`config.mk`:
```
export PLATFORM = sky130hd
export DESIGN_NAME = npu_chain_sequencer
export DESIGN_NICKNAME = d
export VERILOG_FILES = /design/src/rtl/npu_chain_sequencer.sv
export SDC_FILE = /design/constraint.sdc
export NUM_CORES = 1
export LEC_CHECK = 0
export ABC_AREA = 1
export ABC_CLOCK_PERIOD_IN_PS = 5900
export BUFFER_PORTS_ARGS = -buffer_cell sky130_fd_sc_hd__buf_2
export CAP_MARGIN = 25
export CORE_MARGIN = 2
export CORE_UTILIZATION = 46
export DETAILED_ROUTE_END_ITERATION = 7
export HOLD_SLACK_MARGIN = 0.06
export PLACE_DENSITY = 0.79
export RECOVER_POWER = 25
export SLEW_MARGIN = 5
export SYNTH_ARGS = -nofsm -noshare
export SYNTH_HDL_FRONTEND = slang
export SYNTH_SLANG_ARGS = --single-unit
```
`constraint.sdc`:
```
create_clock -name clk -period 5.9 [get_ports clk]
set_input_delay 0.295 -clock clk [delete_from_list [all_inputs] [get_ports clk]]
set_output_delay 0.295 -clock clk [all_outputs]
set_load 0.05 [all_outputs]
```
`src/rtl/npu_chain_sequencer.sv`:
```
// Feeds job vectors into a PE row with per-PE skew and tracks each slot to the chain tail.
// Optional head bias is built when NPU_SEQ_BIAS_EN is defined.
module npu_chain_sequencer #(
  parameter int ROWS   = 4,
  parameter int DATA_W = 16,
  parameter int LEN_W  = 8
) (
  input  logic                     clk,
  input  logic                     rst,
  input  logic                     start,
  input  logic [LEN_W-1:0]         cfg_len,
`ifdef NPU_SEQ_BIAS_EN
  input  logic [DATA_W-1:0]        cfg_bias,
`endif
  output logic                     busy,
  output logic                     done,
  input  logic                     in_valid,
  output logic                     in_ready,
  input  logic [ROWS*DATA_W-1:0]   in_data,
  output logic                     out_valid,
  output logic [DATA_W-1:0]        out_data,
  output logic                     out_last,
  output logic [ROWS-1:0]          pe_enable,
  output logic [ROWS*DATA_W-1:0]   pe_self_in,
  output logic [DATA_W-1:0]        pe_sum_head,
  input  logic [DATA_W-1:0]        arr_sum_tail
);
  typedef enum logic [1:0] {IDLE, RUN, DRAIN, DONE} state_t;

  state_t           state_q;
  logic [LEN_W-1:0] len_q, cnt_q;
  logic             busy_q, done_q, in_ready_q, out_valid_q, out_last_q;
  logic [ROWS:0]    vld_q, last_q;
  logic             acc, acc_last;

  assign acc      = in_valid & in_ready_q;
  assign acc_last = acc & ((cnt_q + LEN_W'(1)) == len_q);

  always_ff @(posedge clk or posedge rst) begin
    if (rst) begin
      state_q    <= IDLE;
      len_q      <= '0;
      cnt_q      <= '0;
      busy_q     <= 1'b0;
      done_q     <= 1'b0;
      in_ready_q <= 1'b0;
    end else begin
      done_q <= 1'b0;
      case (state_q)
        IDLE: begin
          if (start) begin
            len_q <= cfg_len;
            cnt_q <= '0;
            if (cfg_len == '0) begin
              state_q <= DONE;
              done_q  <= 1'b1;
            end else begin
              state_q    <= RUN;
              busy_q     <= 1'b1;
              in_ready_q <= 1'b1;
            end
          end
        end
        RUN: begin
          if (acc) begin
            cnt_q <= cnt_q + LEN_W'(1);
            if (acc_last) begin
              state_q    <= DRAIN;
              in_ready_q <= 1'b0;
            end
          end
        end
        DRAIN: begin
          // Tracker empties the cycle the final result is on the output.
          if (~|vld_q) begin
            state_q <= DONE;
            busy_q  <= 1'b0;
            done_q  <= 1'b1;
          end
        end
        default: state_q <= IDLE;
      endcase
    end
  end

  always_ff @(posedge clk or posedge rst) begin
    if (rst) begin
      vld_q       <= '0;
      last_q      <= '0;
      out_valid_q <= 1'b0;
      out_last_q  <= 1'b0;
    end else begin
      vld_q       <= {vld_q[ROWS-1:0], acc};
      last_q      <= {last_q[ROWS-1:0], acc_last};
      out_valid_q <= vld_q[ROWS];
      out_last_q  <= last_q[ROWS];
    end
  end

  for (genvar k = 0; k < ROWS; k++) begin : g_skew
    logic [DATA_W-1:0] sk_q [0:k];

    always_ff @(posedge clk or posedge rst) begin
      if (rst) begin
        for (int j = 0; j <= k; j++) sk_q[j] <= '0;
      end else begin
        sk_q[0] <= acc ? in_data[k*DATA_W +: DATA_W] : '0;
        for (int j = 1; j <= k; j++) sk_q[j] <= sk_q[j-1];
      end
    end

    assign pe_self_in[k*DATA_W +: DATA_W] = sk_q[k];
  end

`ifdef NPU_SEQ_BIAS_EN
  logic [DATA_W-1:0] bias_q, bias_s1_q, head_q;

  // Bias reaches PE0's sum_in while PE0 is summing the element it latched for the same slot.
  always_ff @(posedge clk or posedge rst) begin
    if (rst) begin
      bias_q    <= '0;
      bias_s1_q <= '0;
      head_q    <= '0;
    end else begin
      if (state_q == IDLE && start) bias_q <= cfg_bias;
      bias_s1_q <= acc ? bias_q : '0;
      head_q    <= bias_s1_q;
    end
  end

  assign pe_sum_head = head_q;
`else
  assign pe_sum_head = '0;
`endif

  assign busy      = busy_q;
  assign done      = done_q;
  assign in_ready  = in_ready_q;
  assign out_valid = out_valid_q;
  assign out_last  = out_last_q;
  assign out_data  = arr_sum_tail;
  assign pe_enable = {ROWS{busy_q}};
endmodule
```
==> flow_summary_export.csv <==
group,metric,value,unit
timing,period_needed,1.928,ns
setup_path,crit_path_end_kind,"flip-flop",
setup_path,crit_family,"simple AND/OR/NAND/NOR gates",
timing,fin_skew,0.01137,ns
yosys,synth_xor_area_frac,0,
yosys,syn_inst,573,
timing,hold_slack,0.04168,ns
detailed_routing,drt_iter0_markers,149,
hold_path,hp-class,"input pin to asynchronous set/reset pin",
detailed_routing,routed_via_density,4.262,
grt,track_usage,0.1387,
grt,overflow,0,
yosys,ys_warn_count,0,
grt,grt_pass1_wl,16.93,mm
die,rows,44,
power_and_ir_drop,powerDensity,421.2,nW/um^2
grt,antenna_found_initial,0,
detailed_routing,final_antenna_net_count,0,
yosys,synth.most_common_cell,"dfrtp_1",
timing,finalCritPeriodShare,0.3268,
yosys,ys.flop_type,"dfrtp_1",
setup_path,required,6.23,ns
clocking,cts-buffers-inserted,17,
yosys,synthTopCellsByCount,"193 x dfrtp_1, 95 x inv_1, 84 x buf_4",
run_status,status,"finished, final reports clean",
yosys,synth_top_family_by_area,"buffers and inverters",
clocking,cts_buffer_depth,2,
timing,rsz0062_at_grt,"false",
job,max_cap_viol_count,0,
placement,dpl.hpwl,6.965,mm
cells_and_area,drive_gt1_frac,0.2965,
yosys,yosysTopAreaCellShare,0.7153,
yosys,synth-compound-area-share,0.02057,
timing,hold_viol,0,
setup_path,max_stage_delay,0.42,ns
yosys,syn_area,6751,sq um
yosys,seq_area_frac_synth,0.7153,
die,dieHeight,125.2,microns
detailed_routing,first_pass_iters,4,
detailed_routing,drt-total-wl,10.30,mm
die,core_area,14420,sq um
timing,worst_pin_slew,0.9239,ns
die,die_area,15660,sq um
grt,grt_max_degree,141,
placement,port-buffer-count,148,
setup_path,criticalPathCategory,"flip-flop to flip-flop",
clocking,cts_tree,"done",
power_and_ir_drop,power.leakage,4.340,nW
detailed_routing,drc,0,
die,io_pins,197,
timing,setup_viol,0,
detailed_routing,post_drt_wl_per_cell,11.95,microns
die,initial_core_util,0.4681,
timing,slew_viol_final,0,
setup_path,arrival,2.26,ns
yosys,syn_avg_cell_area,11.78,sq um
timing,slew_headroom,0.3841,
grt,grt_pass1_vias,3656,
clocking,cts_hold_buf,0,
yosys,synthMuxAreaShare,0,
clocking,cts.clk_slew.worst_paths,0.07,ns
placement,gp_congestion,0.8487,
timing,max_freq,0.5186,GHz
power_and_ir_drop,ir_drop,0.3526,mV
setup_path,path_max_fanout,18,
yosys,synthTopCellsByArea,"dfrtp_1 72%, buf_4 9.3%, inv_1 5.3%",
clocking,cts.sinks,193,
clocking,cts-resized-gates,0,
cells_and_area,fin_nets,762,
setup_path,crit_path_top_delay_cell,"dfrtp_1",
setup_path,worstSetupStartpointType,"flip-flop",
setup_path,cp_cell_sequence,"inv_1 -> ha_1 -> nand2_2 -> o21ai_1 -> nand2_1 -> nor2_1 -> inv_2 -> o22ai_1",
clocking,clock-root-buffer,"clkbuf_16",
yosys,synth_edf_count,0,
setup_path,cp_num_buf_inv,2,
detailed_routing,vias,3674,
yosys,yosysTopAreaCell,"dfrtp_1",
clocking,postCtsSetupBuffers,0,
cells_and_area,area_delta_synth_final,14.34,%
cells_and_area,antenna_cells,0,
yosys,synthAdderAreaFrac,0.009266,
yosys,synthSimpleGateAreaFrac,0.1019,
die,fp.dieW,125.2,microns
yosys,yosysUniqueCellTypes,24,
yosys,yosys_register_bits,193,
clocking,h-tree-depth,4,
clocking,clock_latency,0.42,ns
timing,setup-tns-final,0,ns
yosys,synthArstFlopShare,1.000,
[power breakdown]
part / switching, mW / internal [mW]
registers: 0.0668 / 1.47
clock network: 0.501 / 0.589
logic: 0.467 / 0.160
[layout by cell type, fill, tap and decap left out, types with 2 or more instances in the layout]
cell / count
buf_2: 148
buf_4: 2
clkbuf_16: 17
clkbuf_8: 3
clkinv_4: 2
conb_1: 16
dfrtp_1: 193
ha_1: 5
inv_1: 94
inv_2: 3
inv_6: 6
inv_8: 2
nand2_1: 50
nand2_2: 7
nand3_1: 20
nand3_2: 2
nand3b_1: 2
nand4_1: 2
nor2_1: 72
nor2_2: 4
o21ai_0: 10
o21ai_1: 5
o22ai_1: 4
[area by class of cell]
class                           instances  area [sq um]
Clock buffer                           20         466.7
Fill cell                            1257          6704
Inverter                               98         375.4
Timing Repair Buffer                  150         755.7
Sequential cell                       193          4830
Multi-Input combinational cell        205         952.2
Clock inverter                         12         110.1
Tap cell                              184         230.2
[flip-flops by register name, indices dropped and copies added (netlist names)]
register,flops
g_skew.sk_q,112
pe_self_in,48
cnt_q,8
len_q,8
last_q,5
vld_q,5
state_q,2
busy,1
done,1
in_ready,1
out_last,1
out_valid,1
[cells by family after synthesis]
group	count (synthesis)
AND/OR/NAND/NOR	161
buffers and inverters	190
adder cells (fa/ha/maj)	5
AO/OA/AOI/OAI	23
flip-flops	193
other	1
[per-layer routing]
layer / GRT usage / up-vias / share of wire
li1: - / 1784 / -
met1: 0.1658 / 1750 / 0.42
met2: 0.2276 / 117 / 0.50
met3: 0.05263 / 23 / 0.061
met4: 0.05686 / 0 / 0.020
met5: 0 / - / 0
[metrics by stage]
| stage | util | cells | total power, mW | cell area (sq um) | setup slack (ns) |
|---|---|---|---|---|---|
| 3_3_place_gp | 0.4952 | 830 | 2.175 | 7143 | 4.122 |
| 3_5_place_dp | 0.4952 | 830 | 2.195 | 7143 | 3.995 |
| 6_report | 0.5352 | 862 | 3.252 | 7720 | 3.972 |
| 4_1_cts | 0.5352 | 862 | 3.291 | 7720 | 3.979 |
| 5_1_grt | 0.5352 | 862 | 3.414 | 7720 | 3.838 |
| 2_1_floorplan | - | 588 | 2.134 | 6808 | 0.3495 |
[path summary, 6_finish.rpt]
path	end	depth (start not counted)	slack [ns]	start
setup / recovery	cnt_q[4]	8	3.97	state_q[0]
hold / removal	pe_self_in[16]	2	0.04	rst
setup reg to reg	cnt_q[4]	8	3.97	state_q[0]
hold reg to reg	g_skew[3].sk_q[38]	0	0.34	g_skew[3].sk_q[54]
max in group asynchronous	g_skew[2].sk_q[39]	3	4.68	rst
min in group clk	g_skew[2].sk_q[47]	3	0.08	in_data[47]
Power figures use the tool's default switching activity.
